**config.mk**
```make
export PLATFORM = sky130hd
export DESIGN_NAME = muldiv_hilo_unit_flat
export DESIGN_NICKNAME = d
export VERILOG_FILES = /design/src/rtl/muldiv_hilo_unit_if.sv /design/src/rtl/muldiv_hilo_unit.sv /design/src/flat_wrapper.sv
export SDC_FILE = /design/constraint.sdc
export NUM_CORES = 2
export LEC_CHECK = 0
export BUFFER_PORTS_ARGS = -buffer_cell sky130_fd_sc_hd__buf_2
export CAP_MARGIN = 20
export CORE_ASPECT_RATIO = 0.8
export CORE_MARGIN = 4
export CORE_UTILIZATION = 40
export CTS_CLUSTER_DIAMETER = 30
export DETAILED_ROUTE_END_ITERATION = 10
export GPL_TIMING_DRIVEN = 1
export PLACE_DENSITY = 0.56
export SETUP_SLACK_MARGIN = 0.05
export SKIP_LAST_GASP = 1
export SYNTH_ARGS = -nofsm -noshare
export SYNTH_HDL_FRONTEND = slang
export SYNTH_SLANG_ARGS = --single-unit
```
**constraint.sdc**
```tcl
create_clock -name clk -period 9.28 [get_ports clk]
set_clock_uncertainty 0.15 [all_clocks]
set_input_delay 1.392 -clock clk [delete_from_list [all_inputs] [get_ports clk]]
set_output_delay 1.392 -clock clk [all_outputs]
set_load 0.1 [all_outputs]
```
**src/rtl/muldiv_hilo_unit_if.sv**
```systemverilog
// Execute-stage request/response bundle for the multiply/divide unit.
// state_dbg exposes the FSM state so checkers can bind to it.
interface muldiv_hilo_unit_if #(
    parameter int WIDTH = 32
);
    logic             start;
    logic [2:0]       op;
    logic [WIDTH-1:0] srca;
    logic [WIDTH-1:0] srcb;
    logic             flush;
    logic             busy;
    logic             done;
    logic [WIDTH-1:0] hi;
    logic [WIDTH-1:0] lo;
    logic             divzero;
    logic [1:0]       state_dbg;

    // Handshake: a request is taken on a rising edge where start=1, busy=0 and flush=0;
    // busy stays high until the result edge, and done pulses for one cycle afterwards.
    modport master (
        output start, op, srca, srcb, flush,
        input  busy, done, hi, lo, divzero, state_dbg
    );

    modport slave (
        input  start, op, srca, srcb, flush,
        output busy, done, hi, lo, divzero, state_dbg
    );
endinterface

```
**src/rtl/muldiv_hilo_unit.sv**
```systemverilog
// Multi-cycle multiply / restoring divide unit owning the HI/LO register pair.
// MUL results are pipelined through MUL_STAGES registers; DIV runs WIDTH steps plus a sign fixup.
module muldiv_hilo_unit #(
    parameter int WIDTH      = 32,
    parameter int MUL_STAGES = 2
) (
    input  logic                clk,
    input  logic                reset,
    muldiv_hilo_unit_if.slave   bus
);
    localparam int CW = $clog2(WIDTH + 1);

    typedef enum logic [1:0] {
        S_IDLE = 2'd0,
        S_MUL  = 2'd1,
        S_DIV  = 2'd2
    } state_t;

    state_t             state_q, state_d;
    logic [CW-1:0]      count_q, count_d;
    logic [2*WIDTH-1:0] pipe_q [MUL_STAGES];
    logic [2*WIDTH-1:0] pipe_d [MUL_STAGES];
    logic [WIDTH-1:0]   rem_q, rem_d, quo_q, quo_d, dvs_q, dvs_d;
    logic               negq_q, negq_d, negr_q, negr_d;
    logic [WIDTH-1:0]   hi_q, hi_d, lo_q, lo_d;
    logic               done_q, done_d, divzero_q, divzero_d;

    logic               accept;
    logic               is_signed, a_neg, b_neg;
    logic [2*WIDTH-1:0] mul_a, mul_b, mul_p;
    logic [WIDTH:0]     rem_sh, trial;

    assign accept    = bus.start && !bus.flush;
    assign is_signed = (bus.op == 3'd0) || (bus.op == 3'd2);
    assign a_neg     = is_signed && bus.srca[WIDTH-1];
    assign b_neg     = is_signed && bus.srcb[WIDTH-1];

    // Operands are extended to 2*WIDTH so the low half of the product is exact for both signednesses.
    assign mul_a = {{WIDTH{a_neg}}, bus.srca};
    assign mul_b = {{WIDTH{b_neg}}, bus.srcb};
    assign mul_p = mul_a * mul_b;

    assign rem_sh = {rem_q, quo_q[WIDTH-1]};
    assign trial  = rem_sh - {1'b0, dvs_q};

    always_ff @(posedge clk) begin
        if (!reset) begin
            state_q   <= S_IDLE;
            count_q   <= '0;
            rem_q     <= '0;
            quo_q     <= '0;
            dvs_q     <= '0;
            negq_q    <= 1'b0;
            negr_q    <= 1'b0;
            hi_q      <= '0;
            lo_q      <= '0;
            done_q    <= 1'b0;
            divzero_q <= 1'b0;
            for (int i = 0; i < MUL_STAGES; i++) pipe_q[i] <= '0;
        end else begin
            state_q   <= state_d;
            count_q   <= count_d;
            rem_q     <= rem_d;
            quo_q     <= quo_d;
            dvs_q     <= dvs_d;
            negq_q    <= negq_d;
            negr_q    <= negr_d;
            hi_q      <= hi_d;
            lo_q      <= lo_d;
            done_q    <= done_d;
            divzero_q <= divzero_d;
            for (int i = 0; i < MUL_STAGES; i++) pipe_q[i] <= pipe_d[i];
        end
    end

    always_comb begin
        state_d = state_q;
        case (state_q)
            S_IDLE: begin
                if (accept && (bus.op == 3'd0 || bus.op == 3'd1)) state_d = S_MUL;
                if (accept && (bus.op == 3'd2 || bus.op == 3'd3)) state_d = S_DIV;
            end
            S_MUL, S_DIV: begin
                if (bus.flush || count_q == '0) state_d = S_IDLE;
            end
            default: state_d = S_IDLE;
        endcase
    end

    always_comb begin
        count_d   = count_q;
        rem_d     = rem_q;
        quo_d     = quo_q;
        dvs_d     = dvs_q;
        negq_d    = negq_q;
        negr_d    = negr_q;
        hi_d      = hi_q;
        lo_d      = lo_q;
        done_d    = 1'b0;
        divzero_d = divzero_q;
        pipe_d[0] = pipe_q[0];
        for (int i = 1; i < MUL_STAGES; i++)
            pipe_d[i] = (state_q == S_MUL) ? pipe_q[i-1] : pipe_q[i];

        case (state_q)
            S_IDLE: begin
                if (accept) begin
                    case (bus.op)
                        3'd0, 3'd1: begin
                            pipe_d[0] = mul_p;
                            count_d   = CW'(MUL_STAGES - 1);
                        end
                        3'd2, 3'd3: begin
                            quo_d   = a_neg ? -bus.srca : bus.srca;
                            dvs_d   = b_neg ? -bus.srcb : bus.srcb;
                            rem_d   = '0;
                            negq_d  = a_neg ^ b_neg;
                            negr_d  = a_neg;
                            count_d = CW'(WIDTH);
                        end
                        3'd4: begin
                            hi_d   = bus.srca;
                            done_d = 1'b1;
                        end
                        3'd5: begin
                            lo_d   = bus.srca;
                            done_d = 1'b1;
                        end
                        default: ;
                    endcase
                end
            end
            S_MUL: begin
                if (!bus.flush) begin
                    if (count_q == '0) begin
                        {hi_d, lo_d} = pipe_q[MUL_STAGES-1];
                        done_d       = 1'b1;
                    end else begin
                        count_d = count_q - CW'(1);
                    end
                end
            end
            S_DIV: begin
                if (!bus.flush) begin
                    if (count_q != '0) begin
                        rem_d   = trial[WIDTH] ? rem_sh[WIDTH-1:0] : trial[WIDTH-1:0];
                        quo_d   = {quo_q[WIDTH-2:0], !trial[WIDTH]};
                        count_d = count_q - CW'(1);
                    end else begin
                        // With a zero divisor the remainder is |srca|, so the sign fixup restores srca.
                        hi_d      = negr_q ? -rem_q : rem_q;
                        lo_d      = (dvs_q == '0) ? '1 : (negq_q ? -quo_q : quo_q);
                        divzero_d = (dvs_q == '0);
                        done_d    = 1'b1;
                    end
                end
            end
            default: ;
        endcase
    end

    assign bus.busy      = (state_q != S_IDLE);
    assign bus.done      = done_q;
    assign bus.hi        = hi_q;
    assign bus.lo        = lo_q;
    assign bus.divzero   = divzero_q;
    assign bus.state_dbg = state_q;
endmodule

```
**src/flat_wrapper.sv**
```systemverilog
// flat-port wrapper written by rule: the top's interface ports become plain ports
module muldiv_hilo_unit_flat 
#(
    parameter int WIDTH      = 32,
    parameter int MUL_STAGES = 2
)
  (clk, reset, bus_start, bus_op, bus_srca, bus_srcb, bus_flush, bus_busy, bus_done, bus_hi, bus_lo, bus_divzero, bus_state_dbg);
  muldiv_hilo_unit_if #(.WIDTH(WIDTH)) bus_i ();
  input  logic clk;
  input  logic reset;
  input wire logic [$bits(bus_i.start)-1:0] bus_start;
  input wire logic [$bits(bus_i.op)-1:0] bus_op;
  input wire logic [$bits(bus_i.srca)-1:0] bus_srca;
  input wire logic [$bits(bus_i.srcb)-1:0] bus_srcb;
  input wire logic [$bits(bus_i.flush)-1:0] bus_flush;
  output wire logic [$bits(bus_i.busy)-1:0] bus_busy;
  output wire logic [$bits(bus_i.done)-1:0] bus_done;
  output wire logic [$bits(bus_i.hi)-1:0] bus_hi;
  output wire logic [$bits(bus_i.lo)-1:0] bus_lo;
  output wire logic [$bits(bus_i.divzero)-1:0] bus_divzero;
  output wire logic [$bits(bus_i.state_dbg)-1:0] bus_state_dbg;
  assign bus_i.start = bus_start;
  assign bus_i.op = bus_op;
  assign bus_i.srca = bus_srca;
  assign bus_i.srcb = bus_srcb;
  assign bus_i.flush = bus_flush;
  assign bus_busy = bus_i.busy;
  assign bus_done = bus_i.done;
  assign bus_hi = bus_i.hi;
  assign bus_lo = bus_i.lo;
  assign bus_divzero = bus_i.divzero;
  assign bus_state_dbg = bus_i.state_dbg;
  muldiv_hilo_unit #(.WIDTH(WIDTH), .MUL_STAGES(MUL_STAGES)) u_core (.clk(clk), .reset(reset), .bus(bus_i));
endmodule
```
==> summary.md <==
| Metric | Value |
|---|---|
| Outcome | `finished clean` |
| IO Count | `140` |
| Gate Count Post-Synth | `6444` |
| Final wirelength | `178 mm` |
| Wirelength per Cell | `20.8 µm` |
| Mean Syn Cell Area | `8.56 µm²` |
| H-tree depth | `2` |
| CP Capture Type | `flip-flop` |
| CTS max path bufs | `3` |
| Worst-margin pin slew | `1120 ps` |
| Classification of the worst setup path | `in -> reg` |
| HP Class | `reg -> reg` |
| Clock latency on the worst-skew pair | `620 ps` |
| Die ar. | `144000 µm²` |
| Arrival @ worst endpoint | `9260 ps` |
| Die Width | `423 µm` |
| DR vias/cell | `5.18` |
| DRC violations left | `0` |
| Setup ws final | `399 ps` |
| Cell area after layout | `62300 µm²` |
| Post-synth EDFFs | `0` |
| Detail Placement HPWL | `147 mm` |
| Top FF cell, synth | `dfxtp_1` |
| RSZ-0062 raised after global routing | `no` |
| Critical Path Start Type | `input pin` |
| Multi-input logic area | `43000 µm²` |
| CTS Sinks | `300` |
| Iteration count of the initial detailed-routing pass | `6` |
| Post-synthesis register bit count | `300` |
| Net count after synthesis | `7894` |
| Vias in the first global route | `45678` |
| Final hold vios | `0` |
| Post-CTS Setup Bufs | `0` |
| Antenna violations before repair | `14` |
| Via Count | `44209` |
| Minimum clock period | `8880 ps` |
| Worst hold slack | `315 ps` |
| FMAX | `0.113 GHz` |
| Setup Viol. Count Final | `0` |
| Placed cells | `8419` |
| FF+latch area | `6010 µm²` |
| Overflow left after global routing | `0` |
| Layout cell share with drive strength beyond 1 | `0.106` |
| Cell mode on critical path | `fa_1` |
| # fillers | `13476` |
| Worst Path Required | `9660 ps` |
| CP delay by family, top | `adder cells` |
| Clock root buffer master | `clkbuf_16` |
| Clock-pin slew on the worst setup and hold paths | `50 ps` |
| Slowest CP cell | `fa_1` |
| Die Y | `340 µm` |
| 1st-iter DRT viols | `3577` |
| GRT busiest layer | `met1` |
| ANT nets after route | `0` |
| Final GP Congestion | `0.892` |
| Worst-path fanout max | `8` |
| Post-DP Area | `60200 µm²` |
| Cell Area, Synth | `55100 µm²` |
| Largest net degree at the start of global routing | `126` |
| Met1 GRT Util | `0.384` |
| Buffers & Inverters on Critical Path | `8` |
| Initial core utilization | `0.404` |
| Rel. slew slack | `0.250` |
| Yosys warnings | `0` |
| Max incr delay on CP | `570 ps` |
| Period utilisation layout | `0.957` |
| First-pass GRT wire length | `279 mm` |
| Seq/Total Area, Yosys | `0.109` |
| Most common cell after layout, fill and taps aside | `inv_1` |
| Final #Nets | `8087` |
| CTS tree | `built` |
| Fin. max-slew vios | `0` |
| Commonest cells after routing, fill and taps aside | `1236 x inv_1, 1125 x fa_1, 1118 x nand2_1` |
| Met2 Use GR | `0.375` |
| Placement Setup Slack | `-226 ps` |
| Area Growth Syn to Fin | `13.0%` |
| Met3 Usage GRT | `0.0404` |
| Yosys cell types | `75` |
| Gr usage total | `0.249` |
| MaxCap Viol Count | `0` |
| IO buf count | `139` |
| Total core area | `137000 µm²` |
| Row count | `121` |
| Async SR Flop Fraction | `0` |
| TritonCTS Buffers | `61` |
| Layout Cells excl Fill | `8536` |
[what timing repair did]
action	in CTS	in global routing
gates resized for setup	0	7
endpoints found under the setup margin	0	9
hold buffers	0	0
endpoints found under the hold margin	0	0
[per-layer routing]
metal  routed length [µm]  part of all wire  vias up
met3                13800             0.078      142
met5                   13          0.000073        -
met4                 2190             0.012        2
met1                85200              0.48    22559
met2                76300              0.43     1487
li1                     -                 -    20019
[synth_stat cells (13+ instances only)]
cell	instances	area [µm²]
dfxtp_1	300	6010
nand3_1	50	250
nor3_1	47	235
o211a_1	38	380
xnor2_1	126	1100
clkbuf_1	360	1350
xor2_1	80	701
o21bai_1	22	165
and2_1	338	2110
nor2b_1	138	863
nand2b_1	26	163
o41ai_1	18	158
or3_1	19	119
inv_1	1237	4640
a221oi_1	15	131
fa_1	1126	22500
mux2i_1	73	731
nand4_1	19	119
o31ai_1	37	278
a21oi_1	216	1080
nor2_1	174	653
a21o_1	60	450
ha_1	253	3170
o21a_1	19	143
nand2_1	1119	4200
and3_1	30	188
a311oi_1	45	394
o21ai_0	201	1010
buf_1	53	199
or4_1	16	120
a21boi_0	26	195
nor4_1	26	163
o211ai_1	13	97.6
[kinds of logic after synthesis]
family,after synthesis,share of synthesized area
XOR/XNOR,206,0.0327
AND/OR/NAND/NOR,2035,0.172
multiplexers,73,0.0133
buffers and inverters,1658,0.113
AO/OA/AOI/OAI,793,0.0940
adder cells (fa/ha/maj),1379,0.466
flip-flops,300,0.109
[path summary, 6_finish.rpt]
path,cells after the start,end,slack [ps],start
hold / removal,2,u_core.pipe_q[0][4],310,u_core.pipe_q[0][4]
setup / recovery,30,u_core.pipe_q[0][61],400,bus_op[0]
setup reg to reg,14,u_core.rem_q[3],4770,u_core.quo_q[31]
hold reg to reg,2,u_core.pipe_q[0][4],310,u_core.pipe_q[0][4]
[metrics by stage]
step | setup TNS [ps] | util
2_1_floorplan | 0 | -
4_1_cts | 0 | 0.456
3_5_place_dp | -1650 | 0.441
3_3_place_gp | -1050 | 0.441
6_report | 0 | 0.456
5_1_grt | 0 | 0.456
[flip-flops by register name (all words and copies together), names as in the netlist]
register	count
u_core.negr_q	1
u_core.bus.lo	32
u_core.count_q	6
u_core.bus.state_dbg	2
u_core.quo_q	32
u_core.bus.divzero	1
u_core.bus.hi	32
u_core.bus.done	1
u_core.dvs_q	32
u_core.pipe_q	128
u_core.negq_q	1
u_core.rem_q	32
[layout make-up]
cell class | instances | share of cell area
Multi-Input combinational cell | 4486 | 0.690
Inverter | 1237 | 0.0746
Timing Repair Buffer | 551 | 0.0685
Tap cell | 1845 | 0.0370
Antenna cell | 3 | 0.000120
Sequential cell | 300 | 0.0964
Clock inverter | 49 | 0.00843
Clock buffer | 65 | 0.0251
[worst register-to-register path: cells and delay by family, from the launching register on]
kind                       cells  cell delay [ps]
AOI/OAI and AO/OA              6             1960
xor gates and xnor gates       1              110
adders and majority gates      2              560
buffers and inverters          3              470
and+or+nand+nor                2              830
DFF                            1              360
Power is left out: the tool's default activity adds up to more than one toggle a clock period on the data nets, which glitch-free logic cannot reach.
